### config.mk
export PLATFORM = sky130hd
export DESIGN_NAME = sequence_calculator_param
export DESIGN_NICKNAME = d
export VERILOG_FILES = /design/src/rtl/sequence_calculator_param.sv
export SDC_FILE = /design/constraint.sdc
export NUM_CORES = 1
export LEC_CHECK = 0
export BUFFER_PORTS_ARGS = -buffer_cell sky130_fd_sc_hd__buf_2
export CORE_MARGIN = 2
export CORE_UTILIZATION = 50
export DETAILED_ROUTE_END_ITERATION = 7
export PLACE_DENSITY = 0.78
export SYNTH_ARGS = -nofsm -noshare
export SYNTH_HDL_FRONTEND = slang
export SYNTH_SLANG_ARGS = --single-unit
### constraint.sdc
create_clock -name clk -period 3.4 [get_ports clk]
set_clock_uncertainty 0.15 [all_clocks]
set_input_delay 0.17 -clock clk [delete_from_list [all_inputs] [get_ports clk]]
set_output_delay 0.17 -clock clk [all_outputs]
set_load 0.02 [all_outputs]
### src/rtl/sequence_calculator_param.sv
// rtl/sequence_calculator_param.sv - n-th term of a two-term additive recurrence, one term per clock
// Seeds: Fibonacci, Lucas or custom. Overflow of a term either wraps or saturates.
module sequence_calculator_param #(
  parameter int DATA_W = 16,
  parameter int IDX_W  = 5
) (
  input  logic              clk,
  input  logic              reset,
  input  logic              start,
  input  logic [IDX_W-1:0]  n_i,
  input  logic [1:0]        mode,
  input  logic [DATA_W-1:0] seed0_i,
  input  logic [DATA_W-1:0] seed1_i,
  input  logic              sat_en,
  output logic              busy,
  output logic              done,
  output logic [DATA_W-1:0] result,
  output logic              overflow
);

  typedef enum logic [1:0] {S_IDLE, S_CALC, S_DONE} state_t;

  state_t            state_q, state_d;
  logic [DATA_W-1:0] a_q, a_d, b_q, b_d;
  logic [IDX_W-1:0]  cnt_q, cnt_d;
  logic              a_ovf_q, a_ovf_d, b_ovf_q, b_ovf_d;
  logic              sat_q, sat_d;
  logic [DATA_W-1:0] result_q, result_d;
  logic              ovf_q, ovf_d;
  logic              busy_q, busy_d;
  logic              done_q, done_d;

  logic [DATA_W:0]   sum;
  logic              carry;
  logic [DATA_W-1:0] seed0_sel, seed1_sel;

  assign sum   = {1'b0, a_q} + {1'b0, b_q};
  assign carry = sum[DATA_W];

  always_comb begin
    seed0_sel = '0;
    seed1_sel = DATA_W'(1);
    case (mode)
      2'b01: begin
        seed0_sel = DATA_W'(2);
        seed1_sel = DATA_W'(1);
      end
      2'b10: begin
        seed0_sel = seed0_i;
        seed1_sel = seed1_i;
      end
      default: begin
        seed0_sel = '0;
        seed1_sel = DATA_W'(1);
      end
    endcase
  end

  always_comb begin
    state_d  = state_q;
    a_d      = a_q;
    b_d      = b_q;
    cnt_d    = cnt_q;
    a_ovf_d  = a_ovf_q;
    b_ovf_d  = b_ovf_q;
    sat_d    = sat_q;
    result_d = result_q;
    ovf_d    = ovf_q;
    busy_d   = busy_q;
    done_d   = done_q;
    case (state_q)
      S_IDLE, S_DONE: begin
        if (start) begin
          a_d     = seed0_sel;
          b_d     = seed1_sel;
          cnt_d   = n_i;
          a_ovf_d = 1'b0;
          b_ovf_d = 1'b0;
          sat_d   = sat_en;
          state_d = S_CALC;
          busy_d  = 1'b1;
          done_d  = 1'b0;
        end
      end
      S_CALC: begin
        if (cnt_q != '0) begin
          a_d     = b_q;
          b_d     = (sat_q && carry) ? '1 : sum[DATA_W-1:0];
          // Tags travel with their terms so only a(n) itself reports overflow.
          a_ovf_d = b_ovf_q;
          b_ovf_d = carry | a_ovf_q | b_ovf_q;
          cnt_d   = cnt_q - 1'b1;
        end else begin
          result_d = a_q;
          ovf_d    = a_ovf_q;
          state_d  = S_DONE;
          busy_d   = 1'b0;
          done_d   = 1'b1;
        end
      end
      default: begin
        state_d = S_IDLE;
        busy_d  = 1'b0;
        done_d  = 1'b0;
      end
    endcase
  end

  always_ff @(posedge clk or posedge reset) begin
    if (reset) begin
      state_q  <= S_IDLE;
      a_q      <= '0;
      b_q      <= '0;
      cnt_q    <= '0;
      a_ovf_q  <= 1'b0;
      b_ovf_q  <= 1'b0;
      sat_q    <= 1'b0;
      result_q <= '0;
      ovf_q    <= 1'b0;
      busy_q   <= 1'b0;
      done_q   <= 1'b0;
    end else begin
      state_q  <= state_d;
      a_q      <= a_d;
      b_q      <= b_d;
      cnt_q    <= cnt_d;
      a_ovf_q  <= a_ovf_d;
      b_ovf_q  <= b_ovf_d;
      sat_q    <= sat_d;
      result_q <= result_d;
      ovf_q    <= ovf_d;
      busy_q   <= busy_d;
      done_q   <= done_d;
    end
  end

  assign busy     = busy_q;
  assign done     = done_q;
  assign result   = result_q;
  assign overflow = ovf_q;

endmodule
==> metrics.csv, run 1 <==
metric,value,unit
status,completed,
overall die height,88.3,um
clock insertion delay at the later pin of the skew report,0.34,ns
Reg2Reg Depth,8,
cts bufs inserted,9,
clock sink count,60,
final wirelength,8.17,mm
drt initial violations,130,
die width,88.3,um
FF+latch area,1500,um2
Avg Inst Size Synth,9.35,um2
Leakage,0.00200,uW
Yosys reg bits,60,
placed cell areas,3950,um2
"EDFF count, synth",0,
Finish-stage setup viols,0,
Crit Reg-Reg Startpoint,a_q[0],
Crit. Startpoint,a_q[0],
Max clock buf depth,2,
"commonest cells after routing, fill and taps aside","buf_2 (61), dfrtp_1 (60), a21oi_1 (44), nand2_1 (43), nor2_1 (32)",
"Async S/R FF share, synth",100,%
IO Count,62,
Synth cell types,49,
crit start category,flip-flop,
# H-tree levels,3,
DPL Wire Length,5.81,mm
Hold WS,0.0126,ns
synth top area cells,"dfrtp_1 (42%), ha_1 (7.0%), a21oi_1 (6.2%)",
Synth area leader,dfrtp_1,
ratio of cells with drive above 1 in the final layout,28.1,%
WHS Path Cells,3,
final instance area,4330,um2
Hold Buf Count CTS,20,
post-synthesis sequential area ratio,42.3,%
synthesized instance count,380,
CP Class,flip-flop to flip-flop,
# rows,30,
initial antenna violation count,0,
RR Endpoint,b_q[11],
WL per Instance,14.6,um
Total GRT Usage,22.0,%
Power per Cell Area,1200,nW/um2
Mapped Area,3550,um2
Vias/cell,5.59,
Setup TNS,0,ns
core box area,6830,um2
Post-CTS Setup Repair Bufs,0,
period utilization,85.7,%
clk slew on worst S/H paths,0.06,ns
R2R setup slack,0.49,ns
Worst Hold Launch,n_i[4],
crit end category,flip-flop,
Initial Util,52.0,%
Max Cap Violations,0,
Mapped Nets,444,
VDD IR max,696,uV
slew of the pin with the lowest slew margin,0.715,ns
CP arrival,2.95,ns
Achievable Freq,343,MHz
area occupied by multi-input gates,1930,um2
FILL cells,570,
Slew Limit Fails,0,
ys flop type,dfrtp_1,
Hold WC Path Type,input pin to flip-flop,
largest net degree at the start of global routing,40,
Vias,3118,
Hold Fails Final Rpt,0,
Hold Path End,cnt_q[4],
share of the synthesized area in the top cell type,42.3,%
DRT Pass-1 Iters,5,
CP Max Fanout,7,
Worst EP required,3.44,ns
RSZ-0062 raised after global routing,false,
Resize count post-CTS,0,
gpl congestion,0.859,
"antenna viol nets, final",0,
Diodes inserted,0,
Port Buf Inserts,61,
number of global-route vias before repair,3026,
"most common cell after layout, fill and taps aside",buf_2,
die area,7790,um2
YS warnings,0,
# nets final,523,
drt drc,0,
synthesis-to-finish area growth,21.8,%
total gr overflow,0,
CTS tree,yes,
minimum clock period,2.91,ns
root buffer cell,clkbuf_8,
Slew headroom,52.4,%
first-pass GRT wire length,13.4,mm
==> power breakdown <==
part / internal (uW) / switching [uW]
Clock: 313 / 264
Sequential: 1090 / 246
Combinational: 1390 / 1900
==> synth_stat cells, types with 2 or more instances <==
master / instances
dfrtp_1: 60
a21oi_1: 44
nand2_1: 43
nor2_1: 33
nand3_1: 23
ha_1: 20
mux2_2: 18
a31oi_1: 17
o21ai_0: 15
clkbuf_1: 12
o31ai_2: 9
buf_2: 8
nor2_2: 8
xnor2_1: 7
a21o_1: 5
inv_1: 5
xor2_1: 5
nand2b_1: 4
nor2b_1: 4
a211oi_1: 3
nand4_1: 3
nor3_1: 3
a221oi_1: 2
nand3b_1: 2
o211ai_1: 2
o211ai_2: 2
==> sequential cells by signal, indices dropped and copies added (netlist names) <==
register and cells:
a_ovf_q 1, a_q 16, b_ovf_q 1, b_q 16, busy 1, cnt_q 5, done 1, overflow 1
result 16, sat_q 1, state_q 1
==> area by class of cell <==
cell class / count / area share [%]
timing repair buffer: 90 / 13.2
tap: 96 / 2.78
inverter: 6 / 0.521
clock buffer: 12 / 3.82
clock inverter: 2 / 0.231
multi-input combinational: 292 / 44.7
sequential: 60 / 34.7
==> worst max-delay path by stage <==
| stage | cells past startpoint | slack [ns] | endpoint |
|---|---|---|---|
| global route | 8 | 0.34 | b_q[11] |
| finish | 8 | 0.49 | b_q[11] |
| CTS | 8 | 0.49 | b_q[11] |
| floorplan | 9 | 0.99 | b_q[0] |
| global placement | 8 | 0.60 | b_q[12] |
| detailed placement | 8 | 0.50 | b_q[12] |
==> metal layers <==
| layer | vias to the layer above | track usage (%) | part of all wire [%] |
|---|---|---|---|
| met5 | - | 0 | 0 |
| met3 | 12 | 4.20 | 4.2 |
| met4 | 0 | 8.54 | 1.5 |
| li1 | 1533 | - | - |
| met1 | 1495 | 26.9 | 45 |
| met2 | 78 | 38.6 | 49 |
==> kinds of logic after synthesis <==
group | after synthesis | synth area share, %
compound gates | 113 | 21.3
flops | 60 | 42.3
xor+xnor | 12 | 2.96
fa+ha+maj | 21 | 7.61
mux | 18 | 5.71
buf+inv | 28 | 3.45
simple gates | 128 | 16.7
==> stage by stage <==
step	setup WS (ns)	total power, uW	util [%]	cells
2_1_floorplan	0.987	3950	-	380
3_3_place_gp	0.598	4520	57.8	524
3_5_place_dp	0.499	4620	57.8	524
4_1_cts	0.490	5220	63.3	558
5_1_grt	0.338	5660	63.3	558
6_report	0.486	5200	63.3	558
==> worst max-delay path, cell delays in order, from the launching register on <==
cell	delay, ns
dfrtp_1	0.40
ha_1	0.24
fa_1	0.43
a211oi_1	0.36
o211ai_2	0.18
nand4_2	0.17
a41oi_2	0.29
nor2_1	0.40
a221oi_1	0.14
(Power assumes the default switching activity.)
==> run 2, diff against run 1 <==
--- a/config.mk
+++ b/config.mk
@@ -7,9 +7,9 @@
 export LEC_CHECK = 0
 export BUFFER_PORTS_ARGS = -buffer_cell sky130_fd_sc_hd__buf_2
 export CORE_MARGIN = 2
-export CORE_UTILIZATION = 50
+export CORE_UTILIZATION = 55
 export DETAILED_ROUTE_END_ITERATION = 7
-export PLACE_DENSITY = 0.78
+export PLACE_DENSITY = 0.88
 export SYNTH_ARGS = -nofsm -noshare
 export SYNTH_HDL_FRONTEND = slang
 export SYNTH_SLANG_ARGS = --single-unit
==> run 2 against run 1 <==
Critical endpoint unchanged. Sequential power is essentially flat. Die area shrank 8.7%. Core utilization grew 5.1 points. Critical path type unchanged. Global-route usage grew 3.5 points. Sequential cell count is the same.
==> metrics.csv, run 2 (synthesis gave the netlist of run 1 again) <==
metric,value,unit
core box area,6310,um2
Vias,3212,
power share of the sequential group,25.5,%
Final Util,68.4,%
DPL Wire Length,5.82,mm
Hold WC Path Type,input pin to flip-flop,
RR Endpoint,b_q[11],
clock sink count,60,
Combinational Power Share,63.6,%
die width,84.4,um
"most common cell after layout, fill and taps aside",buf_2,
WHS Path Cells,3,
slew of the pin with the lowest slew margin,0.838,ns
Worst EP required,3.45,ns
Hold Fails Final Rpt,0,
Post-CTS Setup Repair Bufs,0,
final wirelength,8.33,mm
CTS tree,yes,
CP Max Fanout,7,
drt initial violations,141,
first-pass GRT wire length,14.6,mm
CP Class,flip-flop to flip-flop,
final instance area,4320,um2
# rows,29,
Crit Reg-Reg Startpoint,a_q[0],
Total GRT Usage,25.5,%
"antenna viol nets, final",0,
Achievable Freq,337,MHz
Net Sw Frac,46.8,%
drt drc,0,
number of global-route vias before repair,3183,
Reg2Reg Depth,8,
period utilization,87.2,%
root buffer cell,clkbuf_8,
DP Worst Slack,0.518,ns
Slew headroom,44.1,%
Clk pwr share,10.9,%
Vias/cell,5.92,
Crit. Startpoint,a_q[0],
end of the critical path,b_q[11],
Final Power,5250,uW
"commonest cells after routing, fill and taps aside","buf_2 (61), dfrtp_1 (60), a21oi_1 (44), nand2_1 (43), nor2_1 (32)",
Max clock buf depth,2,
Power per Cell Area,1220,nW/um2
RSZ-0062 raised after global routing,false,
Worst Hold Launch,seed1_i[3],
total gr overflow,0,
initial antenna violation count,0,
clk slew on worst S/H paths,0.07,ns
synthesis-to-finish area growth,21.6,%
status,completed,
Initial Util,56.3,%
R2R setup slack,0.44,ns
# nets final,526,
Finish-stage setup viols,0,
VDD IR max,624,uV
# H-tree levels,3,
Diodes inserted,0,
crit start category,flip-flop,
placed cell areas,3940,um2
Setup TNS,0,ns
FILL cells,503,
crit end category,flip-flop,
Pint,2790,uW
Slew Limit Fails,0,
DRT Pass-1 Iters,4,
cts bufs inserted,9,
Leakage,0.00201,uW
gpl congestion,0.882,
die area,7120,um2
minimum clock period,2.96,ns
WL per Instance,15.3,um
CP arrival,3.02,ns
clock insertion delay at the later pin of the skew report,0.35,ns
overall die height,84.4,um
switching power,2460,uW
Max Cap Violations,0,
Port Buf Inserts,61,
IO Count,62,
largest net degree at the start of global routing,41,
final worst slack,0.435,ns
ratio of cells with drive above 1 in the final layout,28.1,%
[run 2: cell count changes in the layout (fill, tap and decap cells not counted), sizes merged]
cell         delta
buf             +2
clkbuf          +1
dlygate4sd3     +1
[run 2: power groups by stage]
stage                     combinational (uW)  sequential, uW  clock, uW
after floorplan                         2560            1390          0
after global placement                  3180            1320          0
after detailed placement                3300            1350          0
after CTS                               3330            1340        583
after global routing                    3730            1390        624
final                                   3340            1340        570
[run 2: how the worst min path moves through the flow]
| stage | end | slack (ns) |
|---|---|---|
| after floorplan | cnt_q[0] | 0.15 |
| after global placement | a_q[5] | 0.22 |
| after detailed placement | result[5] | 0.25 |
| after CTS | b_q[3] | 0.004 |
| after global routing | cnt_q[4] | 0.02 |
| final | b_q[3] | 0.01 |
[run 2: layout make-up]
class / instances / area [um2] / area share, %
Tap cell: 77 / 96.3 / 2.23
Sequential cell: 60 / 1500 / 34.8
Clock inverter: 2 / 10.0 / 0.232
Inverter: 6 / 22.5 / 0.521
Timing Repair Buffer: 93 / 598 / 13.8
Multi-Input combinational cell: 292 / 1930 / 44.7
Clock buffer: 13 / 159 / 3.68
[run 2: critical path: stages, from the launching register on]
cell      delay [ns]
dfrtp_1         0.40
ha_1            0.25
fa_1            0.44
a211oi_1        0.37
o211ai_2        0.18
nand4_2         0.17
a41oi_2         0.29
nor2_1          0.42
a221oi_1        0.14
[run 2: per-layer routing]
layer / vias up / GRT usage [%] / routed length [um]
li1: 1546 / - / -
met2: 101 / 42.1 / 3970
met3: 18 / 3.44 / 405
met4: 0 / 10.5 / 176
met1: 1547 / 34.0 / 3780
met5: - / 0 / 0
[run 2: repair_timing]
| action | CTS | global route |
|---|---|---|
| resized for setup | 0 | 0 |
| hold endpoints to repair | 59 | 0 |
| hold buffers | 21 | 0 |
[run 2: through the flow]
stage	instances	hold WS [ns]
2_1_floorplan	380	0.153
3_3_place_gp	507	0.221
3_5_place_dp	507	0.247
4_1_cts	543	0.00405
5_1_grt	543	0.0227
6_report	543	0.0112
